$ cat src/rtl/hazard_ctrl_p.sv
// Pipeline hazard controller: load-use / RAW stalls, branch flush, memory-busy
// freeze and a halt drain sequence, plus a saturating stalled-cycle counter.
module hazard_ctrl_p #(
  parameter int unsigned REG_W     = 3,
  parameter int unsigned NUM_SRC   = 2,
  parameter int unsigned PCSRC_W   = 3,
  parameter int unsigned LOAD_LAT  = 1,
  parameter int unsigned FWD       = 1,
  parameter int unsigned DRAIN_CYC = 3,
  parameter int unsigned CNT_W     = 16
) (
  input  logic                       clk,
  input  logic                       rst,
  input  logic [PCSRC_W-1:0]         pc_src,
  input  logic                       halt_req,
  input  logic [NUM_SRC*REG_W-1:0]   id_src,
  input  logic [NUM_SRC-1:0]         id_src_vld,
  input  logic                       ex_mem_read,
  input  logic                       ex_reg_write,
  input  logic [REG_W-1:0]           ex_rd,
  input  logic                       mem_reg_write,
  input  logic                       wb_reg_write,
  input  logic [REG_W-1:0]           mem_rd,
  input  logic [REG_W-1:0]           wb_rd,
  input  logic                       mem_busy,
  output logic                       pc_stall,
  output logic                       fd_stall,
  output logic                       de_stall,
  output logic                       em_stall,
  output logic                       fd_nop,
  output logic                       de_nop,
  output logic                       mw_nop,
  output logic                       halt_done,
  output logic [CNT_W-1:0]           stall_cnt
);

  localparam int unsigned LUC_W = $clog2(LOAD_LAT + 1);
  localparam int unsigned DC_W  = (DRAIN_CYC > 1) ? $clog2(DRAIN_CYC) : 1;
  localparam logic [LUC_W-1:0] LUC_LOAD = LUC_W'(LOAD_LAT - 1);
  localparam logic [DC_W-1:0]  DC_LOAD  = DC_W'(DRAIN_CYC - 1);
  localparam logic [CNT_W-1:0] CNT_MAX  = {CNT_W{1'b1}};

  typedef enum logic [1:0] {
    ST_RUN   = 2'd0,
    ST_DRAIN = 2'd1,
    ST_DONE  = 2'd2
  } state_e;

  state_e           state_q, state_d;
  logic [LUC_W-1:0] luc_q, luc_d;
  logic [DC_W-1:0]  dc_q, dc_d;
  logic [CNT_W-1:0] cnt_q, cnt_d;
  logic             halt_done_q, halt_done_d;

  logic match_ex_s, match_mem_s, match_wb_s;
  logic lu_hit_s, raw_hit_s, dstall_s, br_taken_s;
  logic unused_pc_src0_s;

  // Register x0 is hard-wired zero, so a zero destination never creates a dependency.
  function automatic logic src_match(input logic [NUM_SRC*REG_W-1:0] srcs,
                                     input logic [NUM_SRC-1:0]       vld,
                                     input logic [REG_W-1:0]         rd);
    logic hit;
    hit = 1'b0;
    for (int i = 0; i < NUM_SRC; i++) begin
      hit = hit | (vld[i] & (srcs[i*REG_W +: REG_W] == rd) & (rd != '0));
    end
    return hit;
  endfunction

  assign unused_pc_src0_s = pc_src[0];

  always_comb begin
    match_ex_s  = src_match(id_src, id_src_vld, ex_rd);
    match_mem_s = src_match(id_src, id_src_vld, mem_rd);
    match_wb_s  = src_match(id_src, id_src_vld, wb_rd);
    lu_hit_s    = ex_mem_read & ex_reg_write & match_ex_s;
    if (FWD != 0) begin
      raw_hit_s = 1'b0;
    end else begin
      raw_hit_s = (ex_reg_write & match_ex_s) | (mem_reg_write & match_mem_s) |
                  (wb_reg_write & match_wb_s);
    end
    dstall_s   = lu_hit_s | (luc_q != '0) | raw_hit_s;
    br_taken_s = |pc_src[PCSRC_W-1:1];
  end

  // The hit cycle itself is the first stall cycle, so only LOAD_LAT-1 more are counted.
  always_comb begin
    luc_d = luc_q;
    if (mem_busy) begin
      luc_d = luc_q;
    end else if (lu_hit_s && (luc_q == '0)) begin
      luc_d = LUC_LOAD;
    end else if (luc_q != '0) begin
      luc_d = luc_q - LUC_W'(1);
    end else begin
      luc_d = luc_q;
    end
  end

  always_comb begin
    state_d = state_q;
    dc_d    = dc_q;
    case (state_q)
      ST_RUN: begin
        if (halt_req && !dstall_s && !mem_busy) begin
          state_d = ST_DRAIN;
          dc_d    = DC_LOAD;
        end else begin
          state_d = ST_RUN;
        end
      end
      ST_DRAIN: begin
        if (mem_busy) begin
          state_d = ST_DRAIN;
        end else if (dc_q == '0) begin
          state_d = ST_DONE;
        end else begin
          dc_d = dc_q - DC_W'(1);
        end
      end
      ST_DONE: begin
        state_d = ST_DONE;
      end
      default: begin
        state_d = ST_RUN;
        dc_d    = '0;
      end
    endcase
  end

  // Priority chain; all controls stay low while reset is held regardless of inputs.
  always_comb begin
    pc_stall = 1'b0;
    fd_stall = 1'b0;
    de_stall = 1'b0;
    em_stall = 1'b0;
    fd_nop   = 1'b0;
    de_nop   = 1'b0;
    mw_nop   = 1'b0;
    if (!rst) begin
      pc_stall = 1'b0;
    end else if (mem_busy) begin
      pc_stall = 1'b1;
      fd_stall = 1'b1;
      de_stall = 1'b1;
      em_stall = 1'b1;
      mw_nop   = 1'b1;
    end else if (state_q == ST_DONE) begin
      pc_stall = 1'b1;
      fd_stall = 1'b1;
      de_stall = 1'b1;
      em_stall = 1'b1;
    end else if (state_q == ST_DRAIN) begin
      pc_stall = 1'b1;
      fd_stall = 1'b1;
      de_nop   = 1'b1;
    end else if (dstall_s) begin
      pc_stall = 1'b1;
      fd_stall = 1'b1;
      de_nop   = 1'b1;
    end else if (br_taken_s) begin
      fd_nop = 1'b1;
    end else begin
      pc_stall = 1'b0;
    end
  end

  always_comb begin
    if (pc_stall && (state_q != ST_DONE) && (cnt_q != CNT_MAX)) begin
      cnt_d = cnt_q + CNT_W'(1);
    end else begin
      cnt_d = cnt_q;
    end
    halt_done_d = (state_d == ST_DONE);
  end

  // State, counters and the sticky done flag.
  always_ff @(posedge clk or negedge rst) begin
    if (!rst) begin
      state_q     <= ST_RUN;
      luc_q       <= '0;
      dc_q        <= '0;
      cnt_q       <= '0;
      halt_done_q <= 1'b0;
    end else begin
      state_q     <= state_d;
      luc_q       <= luc_d;
      dc_q        <= dc_d;
      cnt_q       <= cnt_d;
      halt_done_q <= halt_done_d;
    end
  end

  assign stall_cnt = cnt_q;
  assign halt_done = halt_done_q;

endmodule

$ cat config.mk
export PLATFORM = sky130hd
export DESIGN_NAME = hazard_ctrl_p
export DESIGN_NICKNAME = d
export VERILOG_FILES = /design/src/rtl/hazard_ctrl_p.sv
export SDC_FILE = /design/constraint.sdc
export NUM_CORES = 1
export LEC_CHECK = 0
export ABC_AREA = 1
export BUFFER_PORTS_ARGS = -buffer_cell sky130_fd_sc_hd__buf_2
export CORE_MARGIN = 4
export CORE_UTILIZATION = 30
export DETAILED_ROUTE_END_ITERATION = 6
export PLACE_DENSITY = 0.51
export SLEW_MARGIN = 20
export SYNTH_ARGS = -nofsm -noshare
export SYNTH_HDL_FRONTEND = slang
export SYNTH_SLANG_ARGS = --single-unit
$ cat constraint.sdc
create_clock -name clk -period 4.5 [get_ports clk]
set_clock_uncertainty 0.15 [all_clocks]
set_input_delay 0.9 -clock clk [delete_from_list [all_inputs] [get_ports clk]]
set_output_delay 0.9 -clock clk [all_outputs]
set_load 0.005 [all_outputs]
## After elaboration in Yosys (flattened, before gate mapping)

Cells that the tools add are included.

- $mul: 0
- Muxes and demuxes: 29
- Reduce and logical (&&, ||, !) cells: 12
- Div/mod/pow operators: 0
- Shift-type cells: 0
- $lt $le $gt $ge: 0
- Equal/unequal tests: 10
- Bitwise operators: 10
- $add $sub $neg: 3

Operators with widths:

| operator | number |
|---|---|
| 2-to-1 mux 1 bit | 22 |
| adder 16 x 1 -> 16 bit, second input constant | 1 |
| inequality test 16 bit, second input constant | 1 |
| one-hot mux 2 bit (3 select lines) | 2 |
| 2-to-1 mux 2 bit | 5 |
| inequality test 2 bit, second input constant | 4 |
| bitwise AND 1 bit | 6 |
| == test 3 bit | 2 |
| logical AND 1 bit | 5 |
| == test 2 bit, second input constant | 2 |
| zero test 2 bit | 2 |
| AND reduction 4 bit | 1 |
| nonzero test 3 bit | 1 |
| == test 2 x 1 -> 1 bit, second input constant | 1 |
| zero test 1 bit | 2 |
| NOT 1 bit | 2 |
| OR 1 bit | 2 |
| OR reduction 2 bit | 1 |
| subtractor 2 x 1 -> 2 bit, second input constant | 1 |
| subtractor 1 bit, second input constant | 1 |

- Bits of input ports: 28
- Memory bits (writable): 0
- Register bits after elaboration: 22
- Memories: 0
- Bits in latches: 0
- Bits in read-only memories: 0

## Longest topological paths before layout

- Depth in word-level cells: 13
- Gate-level depth with buffers: 13
- Depth with buffers taken out: 12

## Worst setup path after synthesis

OpenSTA, ideal clock, no wires.

- Kind: in2out
- From: in id_src[3]
- To: out pc_stall
- Data arrival time: 1.744 ns
- Path buffers: 2
- Cell stages on the path: 12
- Slack: 1.706 ns
- Required time: 3.450 ns
- Cells stage by stage: inv_1 -> nand2_1 -> nand2_1 -> nor2_1 -> nand2_1 -> nand2_1 -> nand2_1 -> nand2_1 -> nand2_1 -> nand2_2 -> buf_6 -> buf_4

- Word-level cells in the longest chain between the ends: 11

Ends and longest elaborated chain:

| what | line | RTL |
|---|---|---|
| start, declared | 16 | `input logic [NUM_SRC*REG_W-1:0] id_src,` |
| == test 3 bit | 66 | `hit = hit \| (vld[i] & (srcs[i*REG_W +: REG_W] == rd) & (rd != '0));` |
| bitwise AND 1 bit (2 in a row) | 66 |  |
| OR 1 bit | 66 |  |
| bitwise AND 1 bit | 77 | `lu_hit_s = ex_mem_read & ex_reg_write & match_ex_s;` |
| OR 1 bit | 84 | `dstall_s = lu_hit_s \| (luc_q != '0) \| raw_hit_s;` |
| 2-to-1 mux 1 bit (5 in a row) | n/a |  |
| end, declared | 26 | `output logic pc_stall,` |

No other way between the ends.

## Final worst setup path

- From: in ex_rd[1]
- To: out pc_stall

- Word-level cells in the longest chain between the ends: 11
- Elaborated cells on any way between the ends: 15
- Those cells by class: 2 x eq/ne; 5 x mux; 7 x bitwise; 1 x reduce/logical

Ends and longest elaborated chain:

| what | line | RTL |
|---|---|---|
| start, declared | 20 | `input logic [REG_W-1:0] ex_rd,` |
| == test 3 bit | 66 |  |
| bitwise AND 1 bit (2 in a row) | 66 |  |
| OR 1 bit * | 66 |  |
| bitwise AND 1 bit * | 77 |  |
| OR 1 bit * | 84 |  |
| 2-to-1 mux 1 bit * | 159 | `end else if (dstall_s) begin` |
| 2-to-1 mux 1 bit * | 155 | `end else if (state_q == ST_DRAIN) begin` |
| 2-to-1 mux 1 bit * | 150 | `end else if (state_q == ST_DONE) begin` |
| 2-to-1 mux 1 bit * | 144 | `end else if (mem_busy) begin` |
| 2-to-1 mux 1 bit * | 142 | `if (!rst) begin` |

Mark *: on every way between the ends. The rest lies on a longest branch, timed or not.

==> key figures <==
Logic synthesis
  – Synth warn: 0
  – Mapped Cells: 210
  – Dominant cells by area after synthesis: dfrtp_1 35%, nand2_1 19%, nand4_1 8.0%
  – Yosys reg bits: 21
  – Async S/R FF share, synth: 1.00
  – Top-count cell post-synth: nand2_1
  – Cell Area, Synth: between 0.001 and 0.0015 mm²
  – Register area share after synthesis: 0.354
  – Synthesized net count: between 200 and 250
  – EDFF count, synth: 0
  – Syn avg cell area: a little over 7 µm²
  – Top cell type's share of synthesized area: 0.354
  – Post-synth top area cell: dfrtp_1
  – Synth unique cells: 26
  – Synth Flop Type: dfrtp_1
  – Synth cell count leaders: 76 x nand2_1, 22 x nor2_1, 21 x dfrtp_1

Place
  – RePlAce Congestion: 0.794
  – Area post-placement: ~0.0017 mm²
  – Placed insts: between 300 and 400
  – PortBufs: 42
  – Post-DP HPWL: about 2700 µm
  – Placement Setup Slack: approximately 1.4 ns

Clock tree
  – H-tree Lvls: 1
  – CTS Buffer Depth: 2
  – CTS Hold Bufs: 0
  – CTS Buf Count: 3
  – Post-cts resize count: 0
  – Clock transition at path regs: about 0.080 ns
  – Clock root buffer master: clkbuf_8
  – CTS tree: done
  – CTS sink cnt: 21
  – Later-pin clock latency in the skew report: 0.26 ns
  – Postcts setup bufs: 0

Routing
  – Detailed-route wire length: ~3700 µm
  – Vias per cell: approximately 4.5
  – Post-route DRC: 0
  – First-pass DRT Iterations: 4
  – Post-route ant nets: 0
  – DRT iter0 DRCs: 72
  – Routed via count: 1423
  – Wire per inst: about 12 µm

Die
  – Initial core utilization: 0.312
  – IO Count: 52
  – Core area: approximately 0.0048 mm²
  – Die height: 78.4 µm
  – FP Rows: 25
  – Full die area: slightly above 0.006 mm²
  – Die Wd: a little under 80 µm

Power and ir drop
  – Lkg Pwr: between 1 and 1.5 nW
  – Clock share of power: 0.365
  – Total power: ~350 µW
  – Sw Share: 0.241
  – VDD IR-drop max: ~0.00014 V
  – Internal Power: approximately 260 µW
  – PwrDens: approximately 200 mW/mm²
  – Reg power frac: 0.542
  – Combinational Power Share: 0.093
  – Net Switching: 83.7 µW

Global routing
  – GR Overflow Total: 0
  – Vias in the first global route: 1283
  – First-pass GRT wire length: approximately 6200 µm
  – Overall Global Routing Usage: 0.124
  – Pin count of the biggest net entering global routing: 26
  – Initial antenna violation count: 0

Worst setup path
  – CP arrival: a little over 2 ns
  – WS Path Type: in -> out
  – CP endpoint kind: output pin
  – Reg2Reg Depth: 9
  – Worst Path Required: between 3 and 4 ns
  – Crit path max fanout: 18
  – Worst path slowest cell: nand2_2
  – Crit path cell chain: buf_2 > nand2_1 > nand2_1 > nor2_1 > nand2_1 > nand2_1 > nand2_1 > nand2_1 > nand2_1 > nand2_2 > buf_2
  – Max incr delay on CP: around 0.30 ns
  – Worst Setup Start Kind: primary input
  – Most Frequent Cell on Critical Path: nand2_1

STA
  – Worst-Margin Slew: a little under 0.7 ns
  – Max Fclk: roughly 320 MHz
  – Fin worst setup slack: approximately 1.4 ns
  – Fin crit period: around 3.1 ns
  – Max-slew violations: 0
  – Setup tns final: 0 ns
  – RSZ-0062 raised after global routing: false
  – Final setup violation count: 0
  – Worst slew margin: 0.543
  – Final hold violations: 0
  – Period utilisation layout: 0.692

Worst hold path
  – Hold Path Depth: 2
  – Hold crit path type: reg -> reg

Flow run
  – Max-cap violations: 0

Cells and area
  – FILL cells: 540
  – Share of cells above drive strength 1: 0.236
  – Design Area, Final: about 0.0018 mm²
  – Final net count: 281
  – Layout area overhead: 19.9%
  – Antenna Cells: 0
  – Layout Cells excl Fill: approximately 320

Run status
  – Outcome: finished clean
==> registers in the layout, indices dropped and copies added (netlist names) <==
name / cells
stall_cnt: 16
dc_q: 2
state_q: 2
halt_done: 1
==> through the flow <==
| stage | util | hold WS, ns |
|---|---|---|
| 3_3_place_gp | 0.365 | 0.348 |
| 4_1_cts | 0.374 | 0.371 |
| 2_1_floorplan | - | 0.325 |
| 3_5_place_dp | 0.365 | 0.354 |
| 5_1_grt | 0.374 | 0.436 |
| 6_report | 0.374 | 0.365 |
==> critical path, delay by kind of cell <==
family	cells	cell delay, ns
buf+inv	2	0.29
simple gates	9	0.87
==> power groups by stage <==
| stage | clock [mW] | sequential, mW | combinational, mW |
|---|---|---|---|
| after floorplan | 0 | 0.192 | 0.0153 |
| after global placement | 0 | 0.192 | 0.0328 |
| after detailed placement | 0 | 0.192 | 0.0329 |
| after CTS | 0.131 | 0.188 | 0.0329 |
| after global routing | 0.138 | 0.189 | 0.0375 |
| final | 0.127 | 0.188 | 0.0322 |
==> cell families after synthesis <==
kind of cell | after synthesis | share of synthesized area
adders and majority gates | 2 | 0.0168
DFF | 21 | 0.354
and+or+nand+nor | 137 | 0.436
buffers and inverters | 31 | 0.0952
xor gates and xnor gates | 13 | 0.0767
AOI/OAI and AO/OA | 6 | 0.0211
==> cell type report <==
cell class / instances / area, µm² / share of cell area
multi-input combinational: 158 / 818 / 0.460
sequential: 21 / 526 / 0.295
timing repair buffer: 43 / 218 / 0.122
inverter: 24 / 90.1 / 0.0506
tap: 67 / 83.8 / 0.0471
clock buffer: 4 / 45.0 / 0.0253
==> layout by cell type, fill, tap and decap left out, drive strengths merged <==
master / n
nor4: 1
xnor2: 7
a31oi: 1
nand2: 79
nor2: 25
buf: 43
dfrtp: 21
nor3: 2
clkbuf: 4
nand3: 10
nand4: 20
o21ai: 4
inv: 24
ha: 2
a21oi: 1
xor2: 6
==> path summary, 6_finish.rpt <==
check,slack [ns],from,end
worst min register to register,0.36,dc_q[0],dc_q[0]
worst max register to register,2.50,stall_cnt[0],stall_cnt[15]
max in group asynchronous,3.47,rst,stall_cnt[8]
worst max-delay path,1.39,ex_rd[1],pc_stall
worst min-delay path,0.36,dc_q[0],dc_q[0]
min in group asynchronous,0.48,rst,dc_q[0]
==> metal layers <==
metal | global-route usage | wire length (µm) | vias to the layer above
met4 | 0.0210 | 14 | 0
li1 | - | - | 750
met5 | 0 | 0 | -
met1 | 0.179 | 1830 | 644
met2 | 0.193 | 1680 | 27
met3 | 0.0252 | 133 | 2
No activity file was read; power rests on OpenSTA's default activity.
